File: src/rtl/dcache_repair_arbiter.sv
// Block-miss repair arbiter: round-robin/merge between read and write miss
// repairs, fetches a block over a beat port and drives a one-cycle cache fill.
module dcache_repair_arbiter #(
  parameter int unsigned BLOCK_BITS  = 1024,
  parameter int unsigned BEAT_BITS   = 128,
  parameter int unsigned OFFSET_BITS = 7
) (
  input  logic                    clk,
  input  logic                    rst,
  input  logic                    read_repair_request,
  input  logic [31:0]             missed_raddr,
  input  logic                    write_repair_request,
  input  logic [31:0]             missed_waddr,
  output logic                    read_repair_req_acq,
  output logic                    write_repair_req_acq,
  output logic                    repair_resolved,
  output logic [31:0]             fill_addr,
  output logic [BLOCK_BITS-1:0]   fill_data,
  output logic [BLOCK_BITS/8-1:0] fill_mask,
  output logic                    mem_req_valid,
  input  logic                    mem_req_ready,
  output logic [31:0]             mem_req_addr,
  input  logic                    mem_resp_valid,
  input  logic [BEAT_BITS-1:0]    mem_resp_data,
  output logic                    busy
);

  localparam int unsigned NBEATS = BLOCK_BITS / BEAT_BITS;
  localparam int unsigned CNT_W  = (NBEATS > 1) ? $clog2(NBEATS) : 1;
  localparam int unsigned IDX_W  = $clog2(BLOCK_BITS);
  localparam logic [31:0] ALIGN_MASK = ~((32'd1 << OFFSET_BITS) - 32'd1);
  localparam logic [CNT_W-1:0] LAST_BEAT = CNT_W'(NBEATS - 1);

  localparam logic [2:0] S_IDLE    = 3'd0;
  localparam logic [2:0] S_ACK     = 3'd1;
  localparam logic [2:0] S_REQ     = 3'd2;
  localparam logic [2:0] S_FILL    = 3'd3;
  localparam logic [2:0] S_RESOLVE = 3'd4;

  logic [2:0]       state_q, state_d;
  logic [31:0]      addr_q, addr_d;
  logic             grant_rd_q, grant_rd_d;
  logic             grant_wr_q, grant_wr_d;
  logic             last_wr_q, last_wr_d;
  logic [CNT_W-1:0] beat_cnt, beat_cnt_d;
  logic             beat_we;
  logic [31:0]      raddr_blk, waddr_blk;
  logic [IDX_W-1:0] beat_base;

  assign raddr_blk = missed_raddr & ALIGN_MASK;
  assign waddr_blk = missed_waddr & ALIGN_MASK;
  assign beat_base = IDX_W'(32'(beat_cnt) * BEAT_BITS);

  // State register
  always_ff @(posedge clk) begin
    if (rst) state_q <= S_IDLE;
    else     state_q <= state_d;
  end

  // Next-state, arbitration and beat bookkeeping
  always_comb begin
    state_d    = state_q;
    addr_d     = addr_q;
    grant_rd_d = grant_rd_q;
    grant_wr_d = grant_wr_q;
    last_wr_d  = last_wr_q;
    beat_cnt_d = beat_cnt;
    beat_we    = 1'b0;
    case (state_q)
      S_IDLE: begin
        if (read_repair_request && write_repair_request) begin
          state_d = S_ACK;
          if (raddr_blk == waddr_blk) begin
            addr_d     = raddr_blk;
            grant_rd_d = 1'b1;
            grant_wr_d = 1'b1;
          end else if (last_wr_q) begin
            addr_d     = raddr_blk;
            grant_rd_d = 1'b1;
            grant_wr_d = 1'b0;
          end else begin
            addr_d     = waddr_blk;
            grant_rd_d = 1'b0;
            grant_wr_d = 1'b1;
          end
        end else if (read_repair_request) begin
          state_d    = S_ACK;
          addr_d     = raddr_blk;
          grant_rd_d = 1'b1;
          grant_wr_d = 1'b0;
        end else if (write_repair_request) begin
          state_d    = S_ACK;
          addr_d     = waddr_blk;
          grant_rd_d = 1'b0;
          grant_wr_d = 1'b1;
        end
      end
      S_ACK: state_d = S_REQ;
      S_REQ: begin
        if (mem_req_ready) begin
          state_d    = S_FILL;
          beat_cnt_d = '0;
        end
      end
      S_FILL: begin
        if (mem_resp_valid) begin
          beat_we    = 1'b1;
          beat_cnt_d = beat_cnt + 1'b1;
          if (beat_cnt == LAST_BEAT) state_d = S_RESOLVE;
        end
      end
      S_RESOLVE: begin
        // A merged pass counts as a read so the write side wins the next tie
        last_wr_d = (grant_rd_q && grant_wr_q) ? 1'b0 : grant_wr_q;
        state_d   = S_IDLE;
      end
      default: state_d = S_IDLE;
    endcase
  end

  // Datapath and registered outputs, decoded from the next state
  always_ff @(posedge clk) begin
    if (rst) begin
      addr_q               <= '0;
      grant_rd_q           <= 1'b0;
      grant_wr_q           <= 1'b0;
      last_wr_q            <= 1'b1;
      beat_cnt             <= '0;
      fill_data            <= '0;
      read_repair_req_acq  <= 1'b0;
      write_repair_req_acq <= 1'b0;
      mem_req_valid        <= 1'b0;
      mem_req_addr         <= '0;
      repair_resolved      <= 1'b0;
      fill_addr            <= '0;
      fill_mask            <= '0;
      busy                 <= 1'b0;
    end else begin
      addr_q               <= addr_d;
      grant_rd_q           <= grant_rd_d;
      grant_wr_q           <= grant_wr_d;
      last_wr_q            <= last_wr_d;
      beat_cnt             <= beat_cnt_d;
      if (beat_we) fill_data[beat_base +: BEAT_BITS] <= mem_resp_data;
      read_repair_req_acq  <= (state_d == S_ACK) && grant_rd_d;
      write_repair_req_acq <= (state_d == S_ACK) && grant_wr_d;
      mem_req_valid        <= (state_d == S_REQ);
      mem_req_addr         <= (state_d == S_REQ) ? addr_d : 32'd0;
      repair_resolved      <= (state_d == S_RESOLVE);
      fill_addr            <= (state_d == S_RESOLVE) ? addr_d : 32'd0;
      fill_mask            <= (state_d == S_RESOLVE) ? '1 : '0;
      busy                 <= (state_d != S_IDLE);
    end
  end

endmodule

File: config.mk
export PLATFORM = sky130hd
export DESIGN_NAME = dcache_repair_arbiter
export DESIGN_NICKNAME = d
export VERILOG_FILES = /design/src/rtl/dcache_repair_arbiter.sv
export SDC_FILE = /design/constraint.sdc
export NUM_CORES = 2
export LEC_CHECK = 0
export BUFFER_PORTS_ARGS = -buffer_cell sky130_fd_sc_hd__clkbuf_2
export CAP_MARGIN = 10
export CORE_AREA = 2 2 557 559
export CTS_CLUSTER_DIAMETER = 30
export DETAILED_ROUTE_END_ITERATION = 6
export DIE_AREA = 0 0 559 561
export GPL_ROUTABILITY_DRIVEN = 0
export SYNTH_ARGS = -nofsm -noshare
export SYNTH_HDL_FRONTEND = slang
export SYNTH_SLANG_ARGS = --single-unit
File: constraint.sdc
create_clock -name clk -period 3.75 [get_ports clk]
set_input_delay 0.375 -clock clk [delete_from_list [all_inputs] [get_ports clk]]
set_output_delay 0.375 -clock clk [all_outputs]
set_load 0.01 [all_outputs]
; ---- Word level (Yosys, flattened, before mapping)
; Index checks and enable logic that the tools add are counted.
[word_totals]
inputBits = 198
regBits = 1262
out_inout_bits = 1221
[op_classes]
n_eq_ne = 11
bitwise_logic = 2
addsub = 2
n_reduce_logical = 10
n_shift = 2
mux = 33
[op_table]
columns = operator, count
row1 = $bwmux W1024, 1
row2 = $shift A128 B12 Y1024 const A, 1
row3 = $shiftx A128 B12 Y1024, 1
row4 = $mux W32, 6
row5 = $mux W128, 1
row6 = $eq A25 B25 Y1, 1
row7 = $mux W3, 8
row8 = $mux W1, 15
row9 = $neg A10 Y12, 1
row10 = $pmux W3 S4, 1
row11 = $eq A3 B2 Y1 const B, 3
row12 = $eq A3 B3 Y1 const B, 3
row13 = $eq A3 B1 Y1 const B, 2
row14 = $pmux W3 S2, 1
row15 = $logic_and A1 B1 Y1, 4
row16 = $ne A2 B2 Y1 const B, 2
row17 = $reduce_or A2 Y1, 2
row18 = $add A3 B1 Y3 const B, 1
row19 = $logic_not A3 Y1, 1
row20 = $reduce_and A3 Y1, 1
row21 = $reduce_bool A3 Y1, 1
row22 = $not A1 Y1, 2
row23 = $reduce_bool A2 Y1, 1

; ---- Longest topological paths before layout
[depth]
depth_word = 7
depth_mapped = 10

; ---- Worst setup path before layout
; OpenSTA, ideal clock, no wires.
[synth_timing]
path_kind = flip-flop to output port
from = reg, netlist name fill_mask[126]
to = out fill_mask[0]
slack_ns = 0.583
required_ns = 3.375
stages_incl_launch_ff = 2
t_arrival_ns = 2.792
cell_sequence = dfxtp_1 > buf_4
[synth_lines]
columns = item, line_no
row1 = end: declaration, 19  ; output logic [BLOCK_BITS/8-1:0] fill_mask,

; ---- Worst setup path in the final report
[layout_timing]
from = reg state_q[1]
to = reg addr_q[29]
[layout_between]
elab_chain_len = 2
[layout_lines]
columns = item, line_no
row1 = start: declaration, 40  ; logic [2:0] state_q, state_d;
row2 = start signal: assignment, 57  ; else state_q <= state_d;
row3 = $logic_not A3 Y1, 69  ; case (state_q)
row4 = $mux W32, 69
row5 = end signal: assignment, 139  ; addr_q <= addr_d;
row6 = end: declaration, 41  ; logic [31:0] addr_q, addr_d;
; No other way between the ends.
; A chain may end at the register's enable or synchronous reset.

==> key figures <==
Outcome
  • Status: finished, final reports clean

GRT
  • GRT Util Overall: 0.142
  • Vias in the first global route: 40.5k
  • Initial antenna violation count: 45
  • Largest net degree at the start of global routing: between 150 and 200
  • First-pass GRT wire length: ~320 mm
  • GR Overflow Total: 0

Clock network
  • Hold_buf cts: approximately 150
  • # Post-CTS Setup Buffers: 0
  • Clk slew on worst S/H paths: about 50 ps
  • Post-CTS Resized: 0
  • Clk root buf: clkbuf_16
  • CTS Sinks: between 1k and 1.5k
  • Max Buffers Root-to-Sink: 4
  • H-tree levels: 5
  • TritonCTS Buffers: between 200 and 300
  • Latest clock arrival within the worst-skew pair: 840 ps
  • CTS tree: yes

Die
  • Chip width: about 560 um
  • I/O Pins: roughly 1.4k
  • Chip height: about 560 um
  • CORE AREA: 308000 um^2
  • DIE AREA: 314000 um^2
  • Row cnt: approximately 200
  • Starting Density: 0.136

Critical path
  • R2R depth: 6
  • Worst setup SP type: flop
  • CP Class: flop to flop
  • FF-to-FF Start: state_q[1]
  • Req. time, crit path: roughly 4400 ps
  • Start point of the critical path: state_q[1]
  • CP max FO: 26
  • Flop2flop setup slack: roughly 640 ps
  • Arr. time, crit path: 3770 ps
  • Reg2reg end: addr_q[29]
  • Setup crit end kind: flop

Logic synthesis
  • Syn Area/Cell: a little under 8 um^2
  • Seq cells post-synth: about 1.1k
  • Primary FF master, synth: dfxtp_1
  • Yosys top cell by area: dfxtp_1
  • Post-Syn Nets: 5470
  • Yosys warns: 0
  • Part of the Yosys area used for sequential elements: 0.544
  • Post-Syn Area: roughly 42000 um^2
  • Asr flop ratio synth: 0
  • Yosys cell types: between 40 and 50
  • Post-synth EDFFs: 0
  • Synth top area share: 0.544
  • Cells after Synth: around 5.3k
  • Top cells by area, synth: dfxtp_1, nand2_1, a21oi_1

Power
  • Switching Fraction: 0.246
  • Logic pwr share: 0.046
  • Power Total: between 30 and 40 mW
  • Clock power frac: 0.629
  • Internal Power: 28.4 mW
  • Max VDD drop: roughly 0.38 mV
  • Net Sw Power: approximately 9.3 mW
  • Leak: ~24 nW
  • Cell Pwr Density: 601 nW/um^2
  • Seq pwr share: 0.325

Worst hold path
  • Hold depth: 3
  • Hold endpoint: fill_data[45]
  • Hold/Removal Path Class: input pin to flop
  • Hold_sp: mem_resp_data[45]

Cells and area
  • Share of cells above drive strength 1: 0.294
  • Most frequent cells in the layout: nand2_1, clkbuf_2, dfxtp_1, a21oi_1, nand3_1
  • Nets@finish: around 6.7k
  • Area Growth Syn to Fin: 50.3%
  • Fin cells: ~11k
  • Number of fillers in the final layout: between 30k and 40k
  • Commonest non-fill, non-tap cell in the layout: nand2_1

Timing
  • Setup violations, final: 0
  • Clock skew: between 70 and 80 ps
  • Hold Vio Cnt, Final: 0
  • Max-slew violations: 0
  • Slew margin rel.: 0.274
  • Fmax: between 0.3 and 0.4 GHz
  • Hold_ws: a little over 80 ps
  • Final period utilization: 0.830
  • Slew @ Worst Pin: around 1100 ps
  • Min Tclk post-route: around 3100 ps
  • TNS Setup: 0 ps
  • Unrepaired setup endpoints after global routing: no

Detailed routing
  • Antenna Nets Post-Route: 0
  • # DRC: 0
  • Iteration-0 DRC Markers: roughly 4k
  • Vias: 43.3k
  • Post-Route WL: 235 mm
  • Wire length per cell: around 22 um
  • Vias per cell: between 3 and 4
  • Router iterations before antenna repair: 6

Placement
  • Detail Placement HPWL: roughly 170 mm
  • Port bufs: ~1.4k
  • Placed Instances: 10.2k

Flow run
  • Maxcap violations: 0
## metrics by stage
| step | worst slack (ps) | cell area (um^2) | util |
|---|---|---|---|
| global route | 483 | 62600 | 0.204 |
| detailed placement | 639 | 51900 | 0.169 |
| finish | 636 | 62700 | 0.204 |
| global placement | 677 | 51900 | 0.169 |
| CTS | 580 | 62600 | 0.204 |
| floorplan | 583 | 41700 | - |
## cell usage after synthesis (3+ instances only)
| cell type | number |
|---|---|
| buf_4 | 153 |
| nand3b_1 | 4 |
| nor3_1 | 4 |
| buf_2 | 210 |
| nand4_1 | 52 |
| a21oi_1 | 1053 |
| and3_1 | 20 |
| o21ai_0 | 25 |
| nand3_1 | 326 |
| and2_1 | 11 |
| inv_1 | 9 |
| ha_1 | 4 |
| nand2_1 | 1734 |
| dfxtp_1 | 1134 |
| mux2i_1 | 43 |
| a21o_1 | 20 |
| buf_1 | 8 |
| nor3_2 | 3 |
| nor2_1 | 104 |
| clkbuf_1 | 296 |
| xnor2_1 | 24 |
## cells by family (layout without fill, tap and decap cells)
logic type,count (synthesis),count (layout),synth area share
buffers and inverters,676,2144,0.0809
adders and majority gates,4,4,0.00120
other,0,18,0
AOI/OAI and AO/OA,1110,1110,0.135
and+or+nand+nor,2274,2274,0.222
muxes,45,45,0.0109
xor gates and xnor gates,25,25,0.00525
DFF,1134,1134,0.544
## routing by layer
metal | share of wire | GRT usage | up-vias
met4 | 0.060 | 0.0817 | 24
li1 | - | - | 19677
met3 | 0.10 | 0.0492 | 566
met1 | 0.40 | 0.173 | 20487
met2 | 0.43 | 0.215 | 2504
met5 | 0.00069 | 0 | -
## worst max-delay path: stages, from the launching register on
cell,delay (ps)
dfxtp_1,360
or3_2,870
a21oi_1,250
o21ai_0,110
dlygate4sd3_1,560
a21o_1,170
dlygate4sd3_1,550
## sequential cells by signal (all words and copies together), names as in the netlist
register	flops
grant_rd_q	1
last_wr_q	1
fill_data	1024
fill_addr	32
addr_q	32
grant_wr_q	1
read_repair_req_acq	1
mem_req_addr	32
state_q	3
busy	1
beat_cnt	3
write_repair_req_acq	1
fill_mask	1
mem_req_valid	1
## layout make-up
cell class,count,area [um^2],share of cell area
clock buffer,334,7340,0.117
tap,4120,5150,0.0823
antenna,18,45.0,0.000719
clock inverter,135,1840,0.0293
inverter,9,33.8,0.000539
sequential,1134,22700,0.362
timing repair buffer,1666,9820,0.157
multi-input combinational,3458,15700,0.251
## power groups by stage
stage	clock (mW)	sequential, mW	combinational [mW]
6_report	23.7	12.2	1.75
5_1_grt	24.7	12.2	1.83
4_1_cts	24.1	12.2	1.73
3_5_place_dp	0	12.5	1.50
3_3_place_gp	0	12.5	1.50
2_1_floorplan	0	12.5	0.695
## worst max-delay path by stage
| stage | to | slack (ps) | cells past startpoint |
|---|---|---|---|
| 6_report | addr_q[29] | 640 | 6 |
| 5_1_grt | fill_data[1021] | 480 | 8 |
| 4_1_cts | fill_data[1021] | 580 | 8 |
| 3_5_place_dp | fill_data[1019] | 640 | 8 |
| 3_3_place_gp | fill_data[1021] | 680 | 8 |
| 2_1_floorplan | fill_mask[0] | 580 | 1 |
Note: power is estimated with default switching activity, not from simulation.
